File: src/rtl/reg_file_param_pkg.sv
`default_nettype none
// ============================================================================
// Module : reg_file_param_pkg
// Desc   : Shared FSM encoding, default widths and packed-port slice helper.
// Rev    : 1.0
// ============================================================================

`ifndef RF_SLICE
`define RF_SLICE(idx, w) ((idx)*(w)) +: (w)
`endif

package reg_file_param_pkg;

    localparam int DEF_DATA_W = 32;
    localparam int DEF_ADDR_W = 5;

    typedef enum logic [0:0] {
        ST_IDLE  = 1'b0,
        ST_CLEAR = 1'b1
    } rf_state_e;

endpackage

`default_nettype wire

File: src/rtl/reg_file_rd_port.sv
`default_nettype none
// ============================================================================
// Module : reg_file_rd_port
// Desc   : One registered read port: zero-register check, bypass mux, output flop.
// Rev    : 1.0
// ============================================================================

module reg_file_rd_port
    import reg_file_param_pkg::*;
#(
    parameter int DATA_W   = DEF_DATA_W,
    parameter int ADDR_W   = DEF_ADDR_W,
    parameter int ZERO_REG = 1,
    parameter int BYPASS   = 1
) (
    input  logic              clk,
    input  logic              reset,
    input  logic              rd_en,
    input  logic [ADDR_W-1:0] rd_addr,
    input  logic [DATA_W-1:0] mem_data,
    input  logic              wr_en,
    input  logic [ADDR_W-1:0] wr_addr,
    input  logic [DATA_W-1:0] wr_data,
    output logic [DATA_W-1:0] rd_data
);

    logic [DATA_W-1:0] rd_data_nxt;

    // Zero-register check has priority so bypass never leaks data out of entry 0.
    always_comb begin
        rd_data_nxt = mem_data;
        if (!rd_en) begin
            rd_data_nxt = '0;
        end else if ((ZERO_REG != 0) && (rd_addr == '0)) begin
            rd_data_nxt = '0;
        end else if ((BYPASS != 0) && wr_en && (wr_addr == rd_addr)) begin
            rd_data_nxt = wr_data;
        end
    end

    always_ff @(posedge clk or negedge reset) begin
        if (!reset) begin
            rd_data <= '0;
        end else begin
            rd_data <= rd_data_nxt;
        end
    end

endmodule

`default_nettype wire

File: src/rtl/reg_file_param.sv
`default_nettype none
// ============================================================================
// Module : reg_file_param
// Desc   : Parametrised register file, one write port, NUM_RD registered reads,
//          with a sequential clear engine after reset or on request.
// Rev    : 1.0
// ============================================================================

module reg_file_param
    import reg_file_param_pkg::*;
#(
    parameter int DATA_W   = DEF_DATA_W,
    parameter int ADDR_W   = DEF_ADDR_W,
    parameter int NUM_RD   = 2,
    parameter int ZERO_REG = 1,
    parameter int BYPASS   = 1
) (
    input  logic                     clk,
    input  logic                     reset,
    input  logic                     clear_req,
    output logic                     busy,
    input  logic                     wr_en,
    input  logic [ADDR_W-1:0]        wr_addr,
    input  logic [DATA_W-1:0]        wr_data,
    input  logic [NUM_RD*ADDR_W-1:0] rd_addr,
    output logic [NUM_RD*DATA_W-1:0] rd_data
);

    localparam int                DEPTH    = 1 << ADDR_W;
    localparam logic [ADDR_W-1:0] CNT_LAST = '1;

    rf_state_e         state;
    rf_state_e         state_nxt;
    logic [ADDR_W-1:0] clr_cnt;
    logic [ADDR_W-1:0] clr_cnt_nxt;
    logic              idle;
    logic              user_we;
    logic              mem_we;
    logic [ADDR_W-1:0] mem_waddr;
    logic [DATA_W-1:0] mem_wdata;

    logic [DATA_W-1:0] mem [DEPTH];

    always_ff @(posedge clk or negedge reset) begin
        if (!reset) begin
            state   <= ST_CLEAR;
            clr_cnt <= '0;
        end else begin
            state   <= state_nxt;
            clr_cnt <= clr_cnt_nxt;
        end
    end

    always_comb begin
        state_nxt   = state;
        clr_cnt_nxt = clr_cnt;
        case (state)
            ST_CLEAR: begin
                if (clr_cnt == CNT_LAST) begin
                    state_nxt   = ST_IDLE;
                    clr_cnt_nxt = '0;
                end else begin
                    clr_cnt_nxt = clr_cnt + ADDR_W'(1);
                end
            end
            ST_IDLE: begin
                if (clear_req) begin
                    state_nxt   = ST_CLEAR;
                    clr_cnt_nxt = '0;
                end
            end
            default: begin
                state_nxt   = ST_CLEAR;
                clr_cnt_nxt = '0;
            end
        endcase
    end

    assign idle = (state == ST_IDLE);
    assign busy = ~idle;

    // Single physical write port shared by the clear engine and the user.
    assign user_we   = idle && wr_en && !((ZERO_REG != 0) && (wr_addr == '0));
    assign mem_we    = !idle || user_we;
    assign mem_waddr = idle ? wr_addr : clr_cnt;
    assign mem_wdata = idle ? wr_data : '0;

    always_ff @(posedge clk) begin
        if (mem_we) begin
            mem[mem_waddr] <= mem_wdata;
        end
    end

    for (genvar k = 0; k < NUM_RD; k++) begin : g_rd_port
        logic [ADDR_W-1:0] port_addr;
        logic [DATA_W-1:0] port_mem;

        assign port_addr = rd_addr[`RF_SLICE(k, ADDR_W)];
        assign port_mem  = mem[port_addr];

        reg_file_rd_port #(
            .DATA_W  (DATA_W),
            .ADDR_W  (ADDR_W),
            .ZERO_REG(ZERO_REG),
            .BYPASS  (BYPASS)
        ) u_rd_port (
            .clk     (clk),
            .reset   (reset),
            .rd_en   (idle),
            .rd_addr (port_addr),
            .mem_data(port_mem),
            .wr_en   (wr_en),
            .wr_addr (wr_addr),
            .wr_data (wr_data),
            .rd_data (rd_data[`RF_SLICE(k, DATA_W)])
        );
    end

endmodule

`default_nettype wire
File: config.mk
export PLATFORM = sky130hd
export DESIGN_NAME = reg_file_param
export DESIGN_NICKNAME = d
export VERILOG_FILES = /design/src/rtl/reg_file_param_pkg.sv /design/src/rtl/reg_file_rd_port.sv /design/src/rtl/reg_file_param.sv
export SDC_FILE = /design/constraint.sdc
export NUM_CORES = 1
export LEC_CHECK = 0
export BUFFER_PORTS_ARGS = -buffer_cell sky130_fd_sc_hd__buf_2
export CORE_UTILIZATION = 50
export CTS_CLUSTER_SIZE = 28
export DETAILED_ROUTE_END_ITERATION = 7
export GPL_TIMING_DRIVEN = 0
export MAX_ROUTING_LAYER = met4
export PLACE_DENSITY_LB_ADDON = 0.25
export SYNTH_ARGS = -nofsm -noshare
export SYNTH_HDL_FRONTEND = slang
export SYNTH_HIERARCHICAL = 1
export SYNTH_SLANG_ARGS = --single-unit
File: constraint.sdc
create_clock -name clk -period 3.2 [get_ports clk]
set_input_delay 0.32 -clock clk [delete_from_list [all_inputs] [get_ports clk]]
set_output_delay 0.32 -clock clk [all_outputs]
set_load 0.05 [all_outputs]
Word level (Yosys, flattened, before mapping)
Memories as Yosys holds them, arrays and structs flattened. Cells that the tools add are included.

Flip-flop bits (word level): 70. Bits in writable memories: 1024. Bits of input ports: 51. Output and inout bits: 65. Memories: 1.

$add $sub $neg: 1. Eq/ne operators: 4. Multiplexer cells: 16. Bitwise operators: 1. Reduce and logical (&&, ||, !) cells: 9.

Memory list: mem (depth 32, width 32, rd ports 2, clocked after memory_dff 0, wr ports 1, line reg_file_param.sv:42) `logic [DATA_W-1:0] mem [DEPTH];`.

Operator list (number): 32-bit 2-to-1 mux (7); 5-bit zero test (3); 5-bit 2-to-1 mux (3); 5-bit == test (2); 5-bit case mux with 2 select lines (1); 5-bit by 1-bit adder with 5-bit output, second input constant (1); 5-bit == test, second input constant (1); 1-bit logical AND (4); 1-bit 2-to-1 mux (4); 2-bit inequality test, second input constant (1); 1-bit case mux with 2 select lines (1); 1-bit zero test (1); 1-bit logical OR (1); 1-bit NOT (1).

Logic depth before layout (Yosys ltp)
Word-level depth: 6. Gate-level depth with buffers: 10.

Modules after synthesis
Netlist, hierarchy kept.

By module, submodules not included: reg_file_param (instances 1, cells each 3472, area an instance 49356.1 µm²); reg_file_rd_port (instances 2, cells each 155, area an instance 1490.2 µm²).

Worst setup path before layout
No wires, ideal clock.

Path kind: register -> register. Start point: register state, in the netlist busy. End point: memory mem[10][0] (netlist name), enable pin. Arrival time: 2.825 ns. Required time: 2.779 ns. Path slack: -0.046 ns. Cell stages (with the launch flop): 5. Buffers on the path: 0. Path through: dfstp_2 -> clkinv_1 -> o32ai_1 -> nand2_1 -> nor2_1.

Cells in the longest elaborated chain, start to end: 6.

Ends and longest elaborated chain: start, declared (line reg_file_param.sv:32) `rf_state_e state;`; start signal, assigned (line reg_file_param.sv:49) `state <= state_nxt;`; 1-bit NOT (line reg_file_param.sv:79) `assign idle = (state == ST_IDLE);`; named net idle (line reg_file_param.sv:36) `logic idle;`; 1-bit logical AND (2 in a row) (line reg_file_param.sv:83) `assign user_we = idle && wr_en && !((ZERO_REG != 0) && (wr_addr == '0));`; 1-bit logical OR (line reg_file_param.sv:84) `assign mem_we = !idle || user_we;`; 1-bit 2-to-1 mux (line reg_file_param.sv:89) `if (mem_we) begin`; 1-bit 2-to-1 mux (not written as such) (line reg_file_param.sv:90) `mem[mem_waddr] <= mem_wdata;`; end, declared (line reg_file_param.sv:42).

The timed path passes the listed nets, and every way through them passes these cells.

Worst setup path after layout
Start point: register state, in the netlist busy. End point: memory mem[30][9] (netlist name), enable pin.

Same word-level chain as after synthesis.

==> results.cfg <==
[worst_setup_path]
cpPeakStageDelay_ps = 1180
r2r_slack_ps = 80
cp-start-kind = register
crit_type = register to register
r2r_end = mem[30][9]$_DFFE_PP_
r2r-start = busy$_DFF_PN1_
worst-path-max-fanout = 17
crit_slowest_cell = a31oi_2
end_kind = register
startpoint = busy$_DFF_PN1_
cp.required_ps = 3650
rr_worst_depth = 4
crit_arrival_ps = 3570
worstPathCellList = clkinv_1 > a31oi_2 > nor2_4 > buf_16

[status]
violations = capacitance limit, slew limit
status = finished with violations

[layout]
final_core_utilization_pct = 58.4
seqCellArea_mm2 = 0.0325
multi_input_area_mm2 = 0.0184
areaGrowthSynthToFinish_pct = 15.7
drive_gt1_share_pct = 14.9
finalNetCount = 4170
fill_cells = 8017

[floorplanning]
initial_core_util_pct = 50.5
io_pins = 116
die_w_um = 326
fp.coreArea_mm2 = 0.104
fp.dieArea_mm2 = 0.106
die_h_um = 326
rows = 118

[clock_network]
cts_root_buf = clkbuf_16
htreeDepth = 3
insertion_delay_ps = 720
clock_sinks = 1094
cts_tree = built
cts_buffers = 113
clock_path_buffers = 3
clk_pin_slew_ps = 60

[placement]
port_buffers = 115
gp_congestion = 0.979
dp_hpwl_mm = 124
place_ws_ps = -509

[sta]
fin_worst_skew_ps = 24.1
tightest_slew_ps = 1500
slew_headroom_pct = -0.363
setup-tns-final_ps = 0
holdWs_ps = 103
fin_ws_ps = 79.6
clock.fmax_ghz = 0.320
post-route-period-util_pct = 97.5
fin_crit_ps = 3120
hold_viol_final = 0
rsz0062_at_grt = no
finalSetupViolCount = 0
drv_slew = 9

[synthesis]
avgSynthCellArea_um2 = 13.8
synth_commonest_cells = mux2i_1 (1025), edfxtp_1 (1024), nand2_1 (273)
synth_most_common_cell = mux2i_1
synth_top_cell_area_share_pct = 58.8
yosysSeqAreaShare_pct = 62.1
synth_nets = 3835
yosysTopAreaCell = edfxtp_1
synthCells = 3782
yosys_most_used_dff = edfxtp_1
syn_area_mm2 = 0.0523
ys_ff_latch = 1094
synth_warnings = 6
synth_edf_count = 1024
netlist-cell-type-count = 41
synth.area.top_cells = edfxtp_1 (59%), mux2i_1 (20%), dfrtp_1 (3.3%)
ys_async_sr_fraction_pct = 6.40

[detailed_routing]
vias = 37200
drtPass1Iterations = 7
wl_mm = 180
postRouteAntennaNets = 0
drt-vias-per-instance = 6.66
wl_per_cell_um = 32.2
drc_errors = 0
drt_iter0_markers = 4821

[global_routing]
antenna_found_initial = 10
grt_usage_pct = 34.2
grt_pass1_wl_mm = 252
grt-ovfl-total = 0
grt_pass1_vias = 36200
grt_max_degree = 40

[pwr]
irDropWorstVdd_uv = 569
powerDensity_mw_per_mm2 = 683
power.leakage_nw = 23.3
power_mw = 41.4

[run]
maxCapViolCount = 2

[worst_hold_path]
hp-class = input port to async pin
## area by class of cell
cell class | instances | area share [%]
buffer | 291 | 2.96
timing repair buffer | 220 | 3.94
tap | 1380 | 2.85
clock buffer | 136 | 5.05
antenna | 5 | 0.0207
clock inverter | 72 | 1.09
sequential | 1094 | 53.7
inverter | 4 | 0.0248
multi-input combinational | 2393 | 30.4
## cells by family after synthesis
logic type               share of synthesized area [%]
XOR/XNOR                                         0.167
AND/OR/NAND/NOR                                   6.28
flip-flops                                        62.1
adder cells (fa/ha/maj)                         0.0478
multiplexers                                      19.6
AO/OA/AOI/OAI                                     8.33
buffers and inverters                             3.45
## metrics by stage
stage | std cells | cell area, µm²
6_report | 5595 | 60600
5_1_grt | 5595 | 60600
4_1_cts | 5590 | 60600
3_5_place_dp | 5336 | 56300
3_3_place_gp | 5277 | 54700
2_1_floorplan | 3782 | 52400
## repair_timing
action | CTS | global route
pin swaps | 8 | 0
endpoints found under the setup margin | 723 | 252
hold endpoints to repair | 121 | 0
setup buffers | 14 | 0
gates resized for setup | 2 | 2
hold buffers | 32 | 0
## sequential cells by signal (all words and copies together), names as in the netlist
name                         cells
g_rd_port.u_rd_port/rd_data     64
busy                             1
mem                           1024
clr_cnt                          5
## critical path: cells and delay by family (launching register included)
family	cells	cell delay [ps]
compound gates	1	1180
buf+inv	2	660
flops	1	580
simple gates	1	420
## report_power, final
group          leakage (nW)  internal, mW  switching, mW  total [mW]
Clock                  1.83          7.79           5.59        13.4
Sequential             10.5          18.2          0.693        18.9
Combinational          11.0          2.65           6.41        9.06
## routing by layer
layer	global-route usage (%)	vias to the layer above	part of all wire, %
met5	-	-	0
met4	14.7	0	4.5
met3	8.53	480	12
met2	53.1	2514	47
met1	42.6	18800	37
li1	-	15500	-
## placed cells by master (no fill, tap or decap), types with 22 or more instances in the layout
cell type / netlist / layout
buf_2: 93 / 207
buf_6: 47 / 47
nand3_1: 195 / 195
buf_12: 0 / 33
dlygate4sd3_1: 0 / 32
nor3_1: 65 / 65
a31oi_1: 67 / 64
nand4_1: 64 / 64
buf_4: 57 / 61
dfrtp_1: 69 / 69
nand2_1: 273 / 273
nor2_4: 0 / 32
clkbuf_1: 78 / 91
o21ai_1: 64 / 64
mux2i_1: 1025 / 1024
clkbuf_16: 0 / 118
clkinv_1: 1 / 34
a22o_1: 128 / 128
nor2b_2: 0 / 26
a22oi_1: 193 / 192
edfxtp_1: 1024 / 1024
clkinv_2: 0 / 22
a21oi_1: 192 / 192
## worst max-delay path by stage
stage	to	cells past startpoint	slack (ps)
after floorplan	mem[10][0]$_DFFE_PP_	4	-50
after global placement	mem[16][16]$_DFFE_PP_	3	-2780
after detailed placement	mem[28][14]$_DFFE_PP_	4	-510
after CTS	mem[18][16]$_DFFE_PP_	5	50
after global routing	mem[30][12]$_DFFE_PP_	4	80
final	mem[30][9]$_DFFE_PP_	4	80
No activity file was read; power rests on OpenSTA's default activity.
